`src/rtl/multicycle_ctrl_fsm.sv`:
```
// Multi-cycle MIPS sequencer: walks the shared datapath through
// FETCH/DECODE/EXEC/MEM/WB, handshakes with memory and mul/div, and traps on
// an illegal opcode or a stalled handshake.
module multicycle_ctrl_fsm #(
    parameter int TIMEOUT = 256
) (
    input  logic       clk,
    input  logic       rst,
    input  logic       run,
    input  logic [5:0] opcode,
    input  logic       mem_ready,
    input  logic       alu_done,
    input  logic       branch_taken,
    output logic       mem_req,
    output logic       mem_we,
    output logic       ir_write,
    output logic       pc_write,
    output logic [1:0] pc_src,
    output logic       alu_start,
    output logic       reg_write,
    output logic [1:0] wb_sel,
    output logic [2:0] state,
    output logic       trap,
    output logic [1:0] trap_cause
);
    localparam int CW = $clog2(TIMEOUT + 1);

    typedef enum logic [2:0] {
        S_FETCH  = 3'd0,
        S_DECODE = 3'd1,
        S_EXEC   = 3'd2,
        S_MEM    = 3'd3,
        S_WB     = 3'd4,
        S_TRAP   = 3'd5
    } state_t;

    state_t          st, st_nx, done_nx;
    logic [CW-1:0]   cnt, cnt_nx;
    logic            trap_q, trap_nx;
    logic [1:0]      cause_q, cause_nx, wait_cause;
    logic            wait_act, wait_done;
    logic            mem_req_c, mem_we_c, ir_write_c, pc_write_c, alu_start_c, reg_write_c;
    logic [1:0]      pc_src_c, wb_sel_c;

    // Opcode classes
    logic is_r, is_lw, is_sw, is_imm, is_md, is_br, is_j, is_jal, legal;
    assign is_r   = (opcode == 6'b000000);
    assign is_lw  = (opcode == 6'b000100);
    assign is_sw  = (opcode == 6'b000101);
    assign is_imm = (opcode == 6'b000001) || (opcode == 6'b000111);
    assign is_md  = (opcode == 6'b001111) || (opcode == 6'b010000);
    assign is_br  = (opcode == 6'b000110) || (opcode >= 6'b001000 && opcode <= 6'b001100);
    assign is_j   = (opcode == 6'b001101);
    assign is_jal = (opcode == 6'b001110);
    assign legal  = is_r | is_lw | is_sw | is_imm | is_md | is_br | is_j | is_jal;

    // Next-state, wait-counter and control decode from the registered state
    always_comb begin
        st_nx       = st;
        cnt_nx      = cnt;
        trap_nx     = trap_q;
        cause_nx    = cause_q;
        done_nx     = st;
        wait_act    = 1'b0;
        wait_done   = 1'b0;
        wait_cause  = 2'b00;
        mem_req_c   = 1'b0;
        mem_we_c    = 1'b0;
        ir_write_c  = 1'b0;
        pc_write_c  = 1'b0;
        pc_src_c    = 2'b00;
        alu_start_c = 1'b0;
        reg_write_c = 1'b0;
        wb_sel_c    = 2'b00;
        case (st)
            S_FETCH: begin
                if (run) begin
                    mem_req_c  = 1'b1;
                    wait_act   = 1'b1;
                    wait_done  = mem_ready;
                    wait_cause = 2'b10;
                    done_nx    = S_DECODE;
                    ir_write_c = mem_ready;
                    pc_write_c = mem_ready;
                end else begin
                    // halted on an instruction boundary: not a handshake wait
                    cnt_nx = '0;
                end
            end
            S_DECODE: begin
                if (legal) st_nx = S_EXEC;
                else begin
                    st_nx    = S_TRAP;
                    trap_nx  = 1'b1;
                    cause_nx = 2'b01;
                end
            end
            S_EXEC: begin
                if (is_md) begin
                    // counter is cleared on entry, so zero marks the first EXEC cycle
                    alu_start_c = (cnt == '0);
                    wait_act    = 1'b1;
                    wait_done   = alu_done;
                    wait_cause  = 2'b11;
                    done_nx     = S_WB;
                end else if (is_lw || is_sw) st_nx = S_MEM;
                else if (is_r || is_imm) st_nx = S_WB;
                else if (is_br) begin
                    pc_write_c = branch_taken;
                    pc_src_c   = 2'b01;
                    st_nx      = S_FETCH;
                end else begin
                    pc_write_c  = is_j | is_jal;
                    pc_src_c    = 2'b10;
                    reg_write_c = is_jal;
                    wb_sel_c    = is_jal ? 2'b10 : 2'b00;
                    st_nx       = S_FETCH;
                end
            end
            S_MEM: begin
                mem_req_c  = 1'b1;
                mem_we_c   = is_sw;
                wait_act   = 1'b1;
                wait_done  = mem_ready;
                wait_cause = 2'b10;
                done_nx    = is_lw ? S_WB : S_FETCH;
            end
            S_WB: begin
                reg_write_c = 1'b1;
                wb_sel_c    = is_lw ? 2'b01 : 2'b00;
                st_nx       = S_FETCH;
            end
            S_TRAP:  st_nx = S_TRAP;
            default: st_nx = S_FETCH;
        endcase
        // completion in the last allowed cycle beats the timeout
        if (wait_act) begin
            if (wait_done) st_nx = done_nx;
            else if (cnt == CW'(TIMEOUT - 1)) begin
                st_nx    = S_TRAP;
                trap_nx  = 1'b1;
                cause_nx = wait_cause;
            end else cnt_nx = cnt + 1'b1;
        end
        if (st_nx != st) cnt_nx = '0;
    end

    // State, wait counter and sticky trap registers
    always_ff @(posedge clk or posedge rst) begin
        if (rst) begin
            st      <= S_FETCH;
            cnt     <= '0;
            trap_q  <= 1'b0;
            cause_q <= 2'b00;
        end else begin
            st      <= st_nx;
            cnt     <= cnt_nx;
            trap_q  <= trap_nx;
            cause_q <= cause_nx;
        end
    end

    // Reset masks the combinational enables so an aborted access never writes
    assign mem_req    = !rst && mem_req_c;
    assign mem_we     = !rst && mem_we_c;
    assign ir_write   = !rst && ir_write_c;
    assign pc_write   = !rst && pc_write_c;
    assign pc_src     = rst ? 2'b00 : pc_src_c;
    assign alu_start  = !rst && alu_start_c;
    assign reg_write  = !rst && reg_write_c;
    assign wb_sel     = rst ? 2'b00 : wb_sel_c;
    assign state      = rst ? 3'd0 : st;
    assign trap       = !rst && trap_q;
    assign trap_cause = rst ? 2'b00 : cause_q;
endmodule

```
`config.mk`:
```
export PLATFORM = sky130hd
export DESIGN_NAME = multicycle_ctrl_fsm
export DESIGN_NICKNAME = d
export VERILOG_FILES = /design/src/rtl/multicycle_ctrl_fsm.sv
export SDC_FILE = /design/constraint.sdc
export NUM_CORES = 1
export LEC_CHECK = 0
export BUFFER_PORTS_ARGS = -buffer_cell sky130_fd_sc_hd__buf_2
export CORE_AREA = 2 2 68 70
export CTS_BUF_LIST = sky130_fd_sc_hd__clkbuf_2 sky130_fd_sc_hd__clkbuf_4 sky130_fd_sc_hd__clkbuf_8
export DETAILED_ROUTE_END_ITERATION = 10
export DIE_AREA = 0 0 70 72
export GPL_ROUTABILITY_DRIVEN = 1
export PLACE_DENSITY = 0.5
export SYNTH_ARGS = -nofsm -noshare
export SYNTH_HDL_FRONTEND = slang
export SYNTH_SLANG_ARGS = --single-unit
```
`constraint.sdc`:
```
create_clock -name clk -period 2.95 [get_ports clk]
set_input_delay 0.59 -clock clk [delete_from_list [all_inputs] [get_ports clk]]
set_output_delay 0.59 -clock clk [all_outputs]
set_load 0.02 [all_outputs]
```
==> impl_metrics.yaml <==
status:
  status: "completed"
timing:
  fin_skew_ps: 2.17
  worst_slew_pin_slew_ps: 402
  final_max_slew_viol_count: 0
  setup_viol: 0
  slew_headroom: 0.730
  fmax_ghz: 0.396
  rsz0062_at_grt: "no"
  hold_viol: 0
  finalCriticalPeriod_ps: 2520
  post-route-period-util: 0.855
  fin_setup_tns_ps: 0
global_routing:
  grt_max_degree: 19
  antenna_found_initial: 0
  grt_pass1_wl_mm: 6.77
  grt_use_total: 0.164
  overflow: 0
  grt_pass1_vias: 1426
yosys:
  synth_nets: 204
  synth_edf_count: 0
  syn_area_per_cell_um2: 7.61
  synth_seq_cells: 15
  netlist_instances: 190
  synth-main-ff-cell: "dfrtp_1"
  synth.distinct_cells: 51
  async_flop_share: 1.00
  yosysWarnings: 0
  ys_seq_area_frac: 0.260
  syn-cell-area_mm2: 0.00145
setup_path:
  critPathBufInv: 2
  crit_start: "opcode[3]"
  crit_end: "pc_write"
  r2r_slack_ps: 690
  worst-path-stages: 8
  end_kind: "primary output"
  timing.rr.start: "st[1]$_DFF_PP0_"
  cpPeakStageDelay_ps: 420
  crit_path_top_delay_cell: "a2111oi_0"
  path_class: "input port to primary output"
  r2r_end: "cnt[0]$_DFF_PP0_"
  arrival_ps: 1930
  critical_path.top_delay_family: "compound AO/OA/AOI/OAI gates"
  crit_chain: "buf_2 -> nor2_1 -> o211ai_1 -> o21ai_0 -> nor2_1 -> nand2_1 -> a2111oi_0 -> buf_2"
  reg2reg_depth: 8
  cp-start-kind: "input port"
  required_ps: 2360
  worst-path-max-fanout: 11
clock_tree:
  worstSkewPairLatency_ps: 240
  cts_resized: 0
  postCtsHoldBufs: 0
  root_buffer: "clkbuf_8"
  tritoncts: "yes"
  cts_buffers: 3
  cts.sinks: 15
  path_clk_slew_ps: 60
  cts.path.max_buffers: 2
  htreeDepth: 1
  post_cts_buffers: 0
finish:
  final_nets: 233
  diodes: 0
  stdcell_area_mm2: 0.00169
  final_cell_mix: "27 x buf_2, 26 x nor2_1, 17 x nand2_1"
  final_common_cell: "buf_2"
  area_growth_pct: 17.0
  drive_gt1_frac: 0.229
drt:
  viasPerCell: 5.57
  routed_wl_mm: 3.92
  routedWlPerCell_um: 14.5
  drtAntennaViolNets: 0
  vias: 1503
  route.detailed.drc: 0
  drt_iter0_markers: 94
  drtPass1Iterations: 4
hold_path:
  hp-start: "trap_q$_DFF_PP0_"
  hold_path_class: "register to register"
die:
  die_w_um: 70
  core-area_mm2: 0.00426
  die-area_mm2: 0.00504
  ios: 28
  die_y_um: 72
  num_rows: 24
  initial_core_util: 0.339
pwr:
  finalPower_mw: 1.04
  p_seq_frac: 0.254
  power_frac_clock: 0.168
  p_switching_mw: 0.478
  power_density_mw_per_mm2: 616
  leakagePower_nw: 0.753
  ir_drop_mv: 0.211
  power_frac_comb: 0.579
  swShare: 0.459
  intPower_mw: 0.564
flow_run:
  drv_cap: 0
placement:
  hpwlAfterDp_mm: 3.06
  placed_cell_area_mm2: 0.00164
  gp_congestion: 0.938
  portBuffers: 27
area by class of cell:
type / count / area (um^2)
fillers: 450 / 2570
flip-flops and latches: 15 / 375
clock buffers: 4 / 48.8
repair buffers: 35 / 195
multi-input cells: 157 / 982
well taps: 52 / 65.1
inverters: 7 / 26.3
worst min-delay path: stages, from the launching register on:
cell and delay, ps:
dfrtp_1 340, nor2_1 50, nand2_1 50
per-layer routing:
layer	vias up	GRT usage	part of all wire
met3	2	0.0278	0.048
met1	694	0.220	0.45
li1	758	-	-
met4	0	0.0321	0.0059
met2	49	0.281	0.49
met5	-	0	0
registers in the layout (all words and copies together), names as in the netlist:
name     count
trap_q       1
st           3
cnt          9
cause_q      2
worst min path at each step:
stage | endpoint | slack, ps | cells past startpoint
3_3_place_gp | trap_q$_DFF_PP0_ | 460 | 2
6_report | trap_q$_DFF_PP0_ | 470 | 2
2_1_floorplan | trap_q$_DFF_PP0_ | 430 | 2
3_5_place_dp | trap_q$_DFF_PP0_ | 460 | 2
4_1_cts | trap_q$_DFF_PP0_ | 470 | 2
5_1_grt | st[2]$_DFF_PP0_ | 500 | 3
cells in the mapped netlist, types with 4 or more instances:
library cell / number / area [um^2]
nor4_1: 4 / 25.0
inv_1: 6 / 22.5
nor2b_1: 5 / 31.3
clkbuf_1: 6 / 22.5
nand2b_1: 4 / 25.0
nand2_1: 17 / 63.8
nor2_1: 26 / 97.6
nand4_1: 5 / 31.3
o21ai_0: 11 / 55.1
nor3_1: 11 / 55.1
nand3b_1: 4 / 30.0
a21oi_1: 15 / 75.1
nand3_1: 6 / 30.0
dfrtp_1: 15 / 375
and3_1: 6 / 37.5
or3_1: 4 / 25.0
metrics by stage:
stage | hold WS, ps | cells | worst slack [ps] | utilization
global route | 498 | 270 | 166 | 0.397
global placement | 456 | 266 | 405 | 0.386
detailed placement | 456 | 266 | 345 | 0.386
CTS | 471 | 270 | 416 | 0.397
floorplan | 435 | 190 | 6.27 | -
finish | 466 | 270 | 427 | 0.397
cell families after synthesis:
family / count (synthesis) / share of synthesized area
and+or+nand+nor: 101 / 0.375
DFF: 15 / 0.260
AOI/OAI and AO/OA: 53 / 0.280
buffers and inverters: 18 / 0.0614
adders and majority gates: 2 / 0.0173
muxes: 1 / 0.00692
power by group through the flow:
stage	clock network [mW]	logic, mW	registers, mW
after CTS	0.181	0.605	0.264
after floorplan	0	0.478	0.251
after global placement	0	0.608	0.267
after global routing	0.194	0.670	0.267
final	0.175	0.603	0.265
after detailed placement	0	0.603	0.267
Power figures use the tool's default switching activity.
